## config.mk

```make
export PLATFORM = sky130hd
export DESIGN_NAME = dmem_arbiter
export DESIGN_NICKNAME = d
export VERILOG_FILES = /design/src/rtl/dmem_arbiter.sv
export SDC_FILE = /design/constraint.sdc
export NUM_CORES = 1
export LEC_CHECK = 0
export ABC_AREA = 1
export CAP_MARGIN = 20
export CORE_MARGIN = 3
export CORE_UTILIZATION = 39
export DETAILED_ROUTE_END_ITERATION = 16
export HOLD_SLACK_MARGIN = 0.02
export PLACE_DENSITY = 0.92
export SYNTH_ARGS = -nofsm -noshare
export SYNTH_HDL_FRONTEND = slang
export SYNTH_SLANG_ARGS = --single-unit
```

## constraint.sdc

```tcl
create_clock -name clk -period 1.3 [get_ports clk]
set_clock_uncertainty 0.05 [all_clocks]
set_input_delay 0.13 -clock clk [delete_from_list [all_inputs] [get_ports clk]]
set_output_delay 0.13 -clock clk [all_outputs]
set_load 0.01 [all_outputs]
```

## src/rtl/dmem_arbiter.sv

```systemverilog
`default_nettype none
// ============================================================================
// Module   : dmem_arbiter
// Purpose  : Round-robin two-port request/ack arbiter that is the sole
//            driver of the data_mem strobes, address and write data.
//            Port 0 = CPU load/store stage, port 1 = debug/DMA loader.
//            One access in flight: IDLE -> ACCESS -> RESP -> IDLE.
// Options  : define DMEM_ARB_BOUNDS_EN to reject addresses >= SIZE with an
//            error response instead of a memory access.
// Revision : 1.0 - initial release
// ============================================================================
module dmem_arbiter #(
    parameter int SIZE = 1024,
    parameter int WORD = 32
) (
    input  logic            clk,
    input  logic            reset,
    input  logic            req0,
    input  logic            req1,
    input  logic            we0,
    input  logic            we1,
    input  logic [WORD-1:0] addr0,
    input  logic [WORD-1:0] addr1,
    input  logic [WORD-1:0] wdata0,
    input  logic [WORD-1:0] wdata1,
    output logic            ack0,
    output logic            ack1,
    output logic [WORD-1:0] rdata0,
    output logic [WORD-1:0] rdata1,
    output logic            err0,
    output logic            err1,
    output logic            busy,
    output logic            mem_write,
    output logic            mem_read,
    output logic [WORD-1:0] mem_address,
    output logic [WORD-1:0] mem_write_data,
    input  logic [WORD-1:0] mem_read_data
);

    typedef enum logic [1:0] {
        IDLE   = 2'd0,
        ACCESS = 2'd1,
        RESP   = 2'd2
    } state_t;

    state_t            state_q, state_d;
    logic              last_gnt_q, last_gnt_d;
    logic              gnt_id_q, gnt_id_d;
    logic              we_q, we_d;
    logic              oob_q, oob_d;
    logic              ack0_q, ack0_d;
    logic              ack1_q, ack1_d;
    logic              err0_q, err0_d;
    logic              err1_q, err1_d;
    logic [WORD-1:0]   rdata0_q, rdata0_d;
    logic [WORD-1:0]   rdata1_q, rdata1_d;
    logic              busy_q, busy_d;
    logic              mem_write_q, mem_write_d;
    logic              mem_read_q, mem_read_d;
    logic [WORD-1:0]   mem_address_q, mem_address_d;
    logic [WORD-1:0]   mem_write_data_q, mem_write_data_d;

    // Selected requester: on a tie the port that did not win last time.
    logic              w_any_req;
    logic              w_gnt;
    logic              w_sel_we;
    logic [WORD-1:0]   w_sel_addr;
    logic [WORD-1:0]   w_sel_wdata;
    logic              w_sel_oob;
    logic              w_rdata_upd;
    logic [WORD-1:0]   w_resp_data;

    assign w_any_req   = req0 | req1;
    assign w_gnt       = req1 & (~req0 | ~last_gnt_q);
    assign w_sel_we    = w_gnt ? we1    : we0;
    assign w_sel_addr  = w_gnt ? addr1  : addr0;
    assign w_sel_wdata = w_gnt ? wdata1 : wdata0;

`ifdef DMEM_ARB_BOUNDS_EN
    localparam logic [WORD-1:0] c_SIZE = WORD'(SIZE);
    assign w_sel_oob = (w_sel_addr >= c_SIZE);
`else
    assign w_sel_oob = 1'b0;
`endif

    // Rejected accesses return zero data; reads return the memory word;
    // successful writes leave the requester's rdata untouched.
    assign w_rdata_upd = oob_q | ~we_q;
    assign w_resp_data = oob_q ? '0 : mem_read_data;

    // Next-state and registered-output logic for the access sequencer.
    always_comb begin
        state_d          = state_q;
        last_gnt_d       = last_gnt_q;
        gnt_id_d         = gnt_id_q;
        we_d             = we_q;
        oob_d            = oob_q;
        ack0_d           = 1'b0;
        ack1_d           = 1'b0;
        err0_d           = 1'b0;
        err1_d           = 1'b0;
        rdata0_d         = rdata0_q;
        rdata1_d         = rdata1_q;
        mem_write_d      = 1'b0;
        mem_read_d       = 1'b0;
        mem_address_d    = '0;
        mem_write_data_d = '0;

        case (state_q)
            IDLE: begin
                if (w_any_req) begin
                    // Address and write data are held directly in the
                    // memory-facing registers for the ACCESS cycle.
                    state_d          = ACCESS;
                    gnt_id_d         = w_gnt;
                    we_d             = w_sel_we;
                    oob_d            = w_sel_oob;
                    mem_address_d    = w_sel_addr;
                    mem_write_data_d = w_sel_wdata;
                    mem_write_d      = w_sel_we & ~w_sel_oob;
                    mem_read_d       = ~w_sel_we & ~w_sel_oob;
                end
            end
            ACCESS: begin
                state_d = RESP;
                if (!gnt_id_q) begin
                    ack0_d = 1'b1;
                    err0_d = oob_q;
                    if (w_rdata_upd) begin
                        rdata0_d = w_resp_data;
                    end
                end else begin
                    ack1_d = 1'b1;
                    err1_d = oob_q;
                    if (w_rdata_upd) begin
                        rdata1_d = w_resp_data;
                    end
                end
            end
            RESP: begin
                state_d    = IDLE;
                last_gnt_d = gnt_id_q;
            end
            default: begin
                state_d = IDLE;
            end
        endcase

        busy_d = (state_d != IDLE);
    end

    // State and output registers; reset low aborts any access in flight.
    always_ff @(posedge clk) begin
        if (!reset) begin
            state_q          <= IDLE;
            last_gnt_q       <= 1'b1;
            gnt_id_q         <= 1'b0;
            we_q             <= 1'b0;
            oob_q            <= 1'b0;
            ack0_q           <= 1'b0;
            ack1_q           <= 1'b0;
            err0_q           <= 1'b0;
            err1_q           <= 1'b0;
            rdata0_q         <= '0;
            rdata1_q         <= '0;
            busy_q           <= 1'b0;
            mem_write_q      <= 1'b0;
            mem_read_q       <= 1'b0;
            mem_address_q    <= '0;
            mem_write_data_q <= '0;
        end else begin
            state_q          <= state_d;
            last_gnt_q       <= last_gnt_d;
            gnt_id_q         <= gnt_id_d;
            we_q             <= we_d;
            oob_q            <= oob_d;
            ack0_q           <= ack0_d;
            ack1_q           <= ack1_d;
            err0_q           <= err0_d;
            err1_q           <= err1_d;
            rdata0_q         <= rdata0_d;
            rdata1_q         <= rdata1_d;
            busy_q           <= busy_d;
            mem_write_q      <= mem_write_d;
            mem_read_q       <= mem_read_d;
            mem_address_q    <= mem_address_d;
            mem_write_data_q <= mem_write_data_d;
        end
    end

    assign ack0           = ack0_q;
    assign ack1           = ack1_q;
    assign err0           = err0_q;
    assign err1           = err1_q;
    assign rdata0         = rdata0_q;
    assign rdata1         = rdata1_q;
    assign busy           = busy_q;
    assign mem_write      = mem_write_q;
    assign mem_read       = mem_read_q;
    assign mem_address    = mem_address_q;
    assign mem_write_data = mem_write_data_q;

endmodule
`default_nettype wire

```

==> run_results.csv, run 1 <==
group,metric,value,unit
die,start_util,0.403,
timing,setup-violations-final,0,
run,drv_cap,0,
drt,post-route-drc-count,0,
cells_and_area,area_growth,72.4,%
power,p_total,11.6,mW
logic_synthesis,yosysWarnings,0,
clocking,clock_insertion_delay_worst_skew,0.41,ns
die,placementRows,42,
logic_synthesis,ys_seq_elements,138,
die,floorplan.io_pins,301,
timing,min_period_over_period,0.988,
setup_path,endpoint_kind,"flop",
power,vdd_ir_drop_max,0.728,mV
grt,grt-ovfl-total,0,
placement,gp_congestion,0.801,
setup_path,critPathKind,"flop to flop",
timing,rsz0062_at_grt,"true",
grt,first_global_vias,5606,
logic_synthesis,synth-xor-area-share,0,
worst_hold_path,min_delay_path_class,"input port to flop",
logic_synthesis,synth-compound-area-share,0.0957,
die,dieArea,15300,sq um
setup_path,critical_path_required,1.54,ns
setup_path,critPathMaxStageDelay,0.36,ns
setup_path,critPathSlowestCell,"sky130_fd_sc_hd__dfxtp_2",
setup_path,critPathLaunch,"state_q[0]$_SDFF_PN0_",
drt,route.detailed.wl_per_inst,17.0,um
worst_hold_path,hp-start,"reset",
logic_synthesis,synthMuxAreaShare,0,
power,pwr_density_cell,1250,nW/um^2
clocking,cts-htree-levels,4,
logic_synthesis,synth_cells,721,
clocking,clk_transition_reported_paths,0.06,ns
logic_synthesis,ys_types,17,
timing,post-route-worst-setup-slack,0.0161,ns
logic_synthesis,portion_of_the_post_synthesis_area_used_by_sequential_elements,0.513,
grt,first_pass_grt_wire_length,28800,um
grt,global_route.usage.total,0.245,
timing,finalHoldViolCount,0,
logic_synthesis,yosys.area_share.simple,0.301,
placement,port_buffers,298,
outcome,status,"finished clean",
timing,final.hold.worst_slack,0.169,ns
drt,post_detailed_route_via_to_cell_ratio,5.00,
clocking,cts_tree,"done",
timing,final.min_clock_period,1.28,ns
grt,grt_antenna_before_repair,4,
die,die_y,123,um
drt,drt_pre_antenna_iters,5,
cells_and_area,finish.net_count,1179,
setup_path,critical_path.cell_chain,"inv_2 > nor2_4 > buf_6 > clkbuf_16 > nand3_1 > nand2_1 > nor2_1",
timing,finalMaxSlewViolations,0,
cells_and_area,fraction_of_final_layout_cells_with_drive_strength_greater_than_1,0.0828,
drt,totalWireLength,20500,um
setup_path,crit_path_start_kind,"flop",
clocking,cts-root-buf,"sky130_fd_sc_hd__clkbuf_16",
placement,dpl.hpwl,14100,um
cells_and_area,layout.cells.most_common_list,"sky130_fd_sc_hd__clkdlybuf4s50_1 (163), sky130_fd_sc_hd__nand2_1 (140), sky130_fd_sc_hd__dfxtp_1 (136), sky130_fd_sc_hd__dlygate4sd2_1 (133), sky130_fd_sc_hd__nand3_1 (130)",
setup_path,worst-endpoint-arrival,1.53,ns
clocking,cts.sinks,138,
clocking,cts-root-to-sink-buffers,2,
setup_path,timing.critical_path.fanout_max,16,
logic_synthesis,synth_top_family_by_area,"simple AND/OR/NAND/NOR gates",
logic_synthesis,syn_area,5380,sq um
clocking,clock_buffer_count_from_cts,17,
cells_and_area,finalCoreUtilization,0.695,
die,fp.coreArea,13300,sq um
logic_synthesis,yosys.area_share.adder,0,
logic_synthesis,syn_avg_cell_area,7.47,sq um
drt,via_count,6037,
setup_path,worst_r2r_startpoint,"state_q[0]$_SDFF_PN0_",
timing,fmax,779,MHz
cells_and_area,layout.cells.most_common,"sky130_fd_sc_hd__clkdlybuf4s50_1",
drt,drt-initial-drc-count,492,
placement,detailedPlace.worstSlack,-0.205,ns
power,power.leakage,4.47,nW
grt,grt_max_degree,50,
die,floorplan.die.width,123,um
drt,ant_nets,0,
==> registers in the layout, summed over array words and instances, names as in the netlist <==
signal,count
mem_write,1
we_q,1
gnt_id_q,1
last_gnt_q,1
busy,1
mem_address,32
rdata0,32
rdata1,32
state_q,2
mem_write_data,32
ack1,1
ack0,1
mem_read,1
==> final cells by class <==
class	instances	area [sq um]
Antenna cell	6	15.0
Clock buffer	25	485
Clock inverter	7	66.3
Fill cell	1060	4070
Inverter	42	158
Multi-Input combinational cell	482	2190
Sequential cell	138	2770
Tap cell	176	220
Timing Repair Buffer	332	3380
==> worst max-delay path, delay by kind of cell, from the launching register on <==
kind	cells	cell delay (ns)
and+or+nand+nor	4	0.41
DFF	1	0.36
buffers and inverters	3	0.37
==> final timing paths <==
path | to | slack [ns] | depth (start not counted)
max | rdata0[28]$_SDFFE_PN0P_ | 0.02 | 7
min | mem_read$_SDFF_PN0_ | 0.17 | 4
max reg2reg | rdata0[28]$_SDFFE_PN0P_ | 0.02 | 7
min reg2reg | rdata1[28]$_SDFFE_PN0P_ | 0.43 | 2
==> cell families (layout without fill, tap and decap cells) <==
family          count (synthesis)  count (layout)
buf+inv                       102             406
flops                         138             138
other cells                     1               8
simple gates                  383             383
compound gates                 97              97
==> synth_stat cells <==
cell type / number / area, sq um
sky130_fd_sc_hd__inv_1: 41 / 154
sky130_fd_sc_hd__nor2_1: 103 / 387
sky130_fd_sc_hd__inv_2: 1 / 3.75
sky130_fd_sc_hd__clkbuf_1: 13 / 48.8
sky130_fd_sc_hd__nor2_4: 1 / 11.3
sky130_fd_sc_hd__buf_4: 9 / 67.6
sky130_fd_sc_hd__nand2_1: 143 / 537
sky130_fd_sc_hd__a21oi_1: 88 / 440
sky130_fd_sc_hd__buf_6: 4 / 45.0
sky130_fd_sc_hd__o21ai_0: 1 / 5.00
sky130_fd_sc_hd__dfxtp_1: 138 / 2760
sky130_fd_sc_hd__buf_1: 5 / 18.8
sky130_fd_sc_hd__conb_1: 1 / 3.75
sky130_fd_sc_hd__a21oi_2: 8 / 70.1
sky130_fd_sc_hd__nand3_1: 133 / 666
sky130_fd_sc_hd__nor2_2: 3 / 18.8
sky130_fd_sc_hd__buf_2: 29 / 145
==> report_power, final <==
group          internal [mW]  total [mW]  switching (mW)
Combinational           1.21        2.40            1.18
Sequential              4.53        4.65           0.122
Clock                   2.77        4.53            1.75
Total                   8.51        11.6            3.06
==> metal layers <==
| layer | vias up | global-route usage | part of all wire |
|---|---|---|---|
| met2 | 308 | 0.422 | 0.51 |
| met5 | - | 0 | 0 |
| met3 | 41 | 0.0915 | 0.096 |
| met1 | 2784 | 0.267 | 0.36 |
| li1 | 2904 | - | - |
| met4 | 0 | 0.113 | 0.033 |
==> repair_timing <==
item                                    4_1_cts  5_1_grt
pin swaps                                     1        1
gates resized for setup                     134       18
setup buffers                                 2        1
endpoints found under the hold margin         2        0
cloned                                        1        5
endpoints found under the setup margin      137       86
hold buffers                                  1        0
==> stage by stage <==
stage | cells | setup TNS, ns | cell area (sq um)
2_1_floorplan | 722 | 0 | 5390
3_3_place_gp | 1161 | -7.62 | 8630
3_5_place_dp | 1161 | -10.11 | 8630
4_1_cts | 1197 | 0 | 9080
5_1_grt | 1206 | -0.143 | 9280
6_report | 1208 | 0 | 9280
(Power assumes the default switching activity.)
==> run 2, diff against run 1 <==
--- a/config.mk
+++ b/config.mk
@@ -8,10 +8,10 @@
 export ABC_AREA = 1
 export CAP_MARGIN = 20
 export CORE_MARGIN = 3
-export CORE_UTILIZATION = 39
+export CORE_UTILIZATION = 42
 export DETAILED_ROUTE_END_ITERATION = 16
 export HOLD_SLACK_MARGIN = 0.02
-export PLACE_DENSITY = 0.92
+export PLACE_DENSITY = 0.95
 export SYNTH_ARGS = -nofsm -noshare
 export SYNTH_HDL_FRONTEND = slang
 export SYNTH_SLANG_ARGS = --single-unit
==> constraint.sdc (replaced) <==
create_clock -name clk -period 1.6 [get_ports clk]
set_clock_uncertainty 0.05 [all_clocks]
set_input_delay 0.16 -clock clk [delete_from_list [all_inputs] [get_ports clk]]
set_output_delay 0.16 -clock clk [all_outputs]
set_load 0.01 [all_outputs]
==> run 2 against run 1 <==
Sequential share of layout area rose by 0.56 points. Count of clock-buffer cells in the layout fell by 5. Flip-flop and latch count did not move.
==> run_results.csv, run 2 (synthesized netlist as in run 1, its figures left out) <==
group,metric,value,unit
outcome,status,"finished clean",
power,p_switching,2.49,mW
drt,route.detailed.wl_per_inst,16.9,um
setup_path,critical_path.cell_chain,"clkdlybuf4s50_1",
drt,post_detailed_route_via_to_cell_ratio,5.03,
cells_and_area,layout.cells.most_common,"sky130_fd_sc_hd__clkdlybuf4s50_1",
die,dieArea,14200,sq um
setup_path,critPathSlowestCell,"sky130_fd_sc_hd__clkdlybuf4s50_1",
clocking,clock_insertion_delay_worst_skew,0.41,ns
clocking,clk_transition_reported_paths,0.05,ns
setup_path,worst-path-buf-inv,1,
timing,rsz0062_at_grt,"false",
cells_and_area,layout.filler_cells,824,
cells_and_area,finalCoreUtilization,0.742,
timing,final.min_clock_period,1.55,ns
setup_path,critPathKind,"flop to output pin",
setup_path,critPathMaxStageDelay,0.56,ns
clocking,cts_setup_buffers,0,
die,start_util,0.439,
timing,min_period_over_period,0.972,
grt,grt_max_degree,98,
clocking,cts-root-to-sink-buffers,2,
drt,via_count,5954,
grt,groute.layer.met3.usage,0.0988,
setup_path,worst-endpoint-arrival,1.34,ns
grt,grt-ovfl-total,0,
placement,gp_congestion,0.880,
grt,grt.met2_usage,0.480,
drt,drt-initial-drc-count,495,
grt,use_met1,0.287,
drt,drt_pre_antenna_iters,5,
die,floorplan.io_pins,301,
setup_path,endpoint_kind,"output pin",
timing,fmax,643,MHz
power,switching_share,0.260,
die,die_y,119,um
clocking,cts_tree,"done",
grt,first_global_vias,5865,
grt,grt_antenna_before_repair,4,
power,pwr_density_cell,1050,nW/um^2
power,power.leakage,3.76,nW
cells_and_area,fraction_of_final_layout_cells_with_drive_strength_greater_than_1,0.0673,
timing,setup_tns,0,ns
power,seqPwrFrac,0.396,
drt,ant_nets,0,
timing,finalHoldViolCount,0,
timing,finalMaxSlewViolations,0,
setup_path,timing.critical_path.fanout_max,1,
power,p_int,7.09,mW
placement,port_buffers,298,
timing,setup-violations-final,0,
cells_and_area,layout.cells.most_common_list,"sky130_fd_sc_hd__clkdlybuf4s50_1 (295), sky130_fd_sc_hd__nand2_1 (141), sky130_fd_sc_hd__dfxtp_1 (138), sky130_fd_sc_hd__nand3_1 (132), sky130_fd_sc_hd__nor2_1 (103)",
die,fp.coreArea,12300,sq um
power,power.clock.fraction,0.403,
worst_hold_path,min_delay_path_class,"input port to flop",
clocking,cts.sinks,138,
cells_and_area,finish.net_count,1164,
cells_and_area,ff_latch_area,2760,sq um
die,placementRows,40,
grt,global_route.peak_usage_layer,"met2",
power,vdd_ir_drop_max,0.865,mV
placement,dpl.hpwl,14300,um
setup_path,critical_path_required,1.39,ns
power,p_total,9.58,mW
cells_and_area,area_growth,68.9,%
run,drv_cap,0,
drt,post-route-drc-count,0,
cells_and_area,multiInputGateArea,2160,sq um
setup_path,crit_family,"buffers and inverters",
grt,global_route.usage.total,0.275,
clocking,clock_buffer_count_from_cts,17,
clocking,cts-htree-levels,4,
die,floorplan.die.width,119,um
grt,first_pass_grt_wire_length,30500,um
clocking,cts-root-buf,"sky130_fd_sc_hd__clkbuf_16",
power,combinationalPowerShare,0.201,
setup_path,crit_path_start_kind,"flop",
drt,totalWireLength,20100,um
==> run 2: cell count changes in the layout (fill, tap and decap cells not counted), moves of 4 or more <==
cell and delta:
sky130_fd_sc_hd__buf_4 +4, sky130_fd_sc_hd__clkinvlp_4 +4, sky130_fd_sc_hd__clkbuf_1 -5, sky130_fd_sc_hd__buf_6 -6, sky130_fd_sc_hd__dlygate4sd2_1 -132, sky130_fd_sc_hd__buf_12 -8
sky130_fd_sc_hd__clkdlybuf4s50_1 +132, sky130_fd_sc_hd__clkbuf_16 -5
==> run 2: layout make-up <==
| class | count | area share |
|---|---|---|
| Timing Repair Buffer | 317 | 0.352 |
| Sequential cell | 138 | 0.304 |
| Multi-Input combinational cell | 482 | 0.237 |
| Clock buffer | 20 | 0.0513 |
| Tap cell | 168 | 0.0231 |
| Inverter | 42 | 0.0173 |
| Clock inverter | 12 | 0.0135 |
| Antenna cell | 5 | 0.00138 |
==> run 2: worst paths after layout <==
check / startpoint / to / slack, ns / cells past startpoint
hold reg to reg: rdata1[2]$_SDFFE_PN0P_ / rdata1[2]$_SDFFE_PN0P_ / 0.43 / 2
setup reg to reg: gnt_id_q$_SDFFE_PN0P_ / rdata1[4]$_SDFFE_PN0P_ / 0.26 / 6
hold / removal: req1 / state_q[0]$_SDFF_PN0_ / 0.15 / 5
setup / recovery: mem_address[13]$_SDFF_PN0_ / mem_address[13] / 0.05 / 1
==> run 2: what timing repair did <==
action	4_1_cts	5_1_grt
endpoints found under the hold margin	2	0
resized for setup	1	0
endpoints found under the setup margin	1	0
hold buffers	1	0
==> run 2: routing by layer <==
layer,up-vias,wire [um]
met3,59,1790
met1,2715,7110
met2,306,10200
li1,2874,-
met5,-,0
met4,0,974
==> run 2: metrics by stage <==
stage / std cells / hold slack [ns] / cell area, sq um / setup slack [ns]
floorplan: 722 / 0.251 / 5390 / 0.452
global placement: 1146 / 0.410 / 8480 / 0.153
detailed placement: 1146 / 0.417 / 8480 / 0.0728
CTS: 1179 / 0.132 / 9080 / 0.0251
global route: 1183 / 0.181 / 9090 / 0.00521
finish: 1184 / 0.151 / 9090 / 0.0451
==> run 2: power by group through the flow <==
stage / logic, mW / clock network [mW] / registers, mW
final: 1.93 / 3.86 / 3.79
after global routing: 2.08 / 4.06 / 3.81
after CTS: 1.93 / 3.91 / 3.79
after detailed placement: 1.91 / 0 / 3.86
after global placement: 1.86 / 0 / 3.84
after floorplan: 0.733 / 0 / 3.96
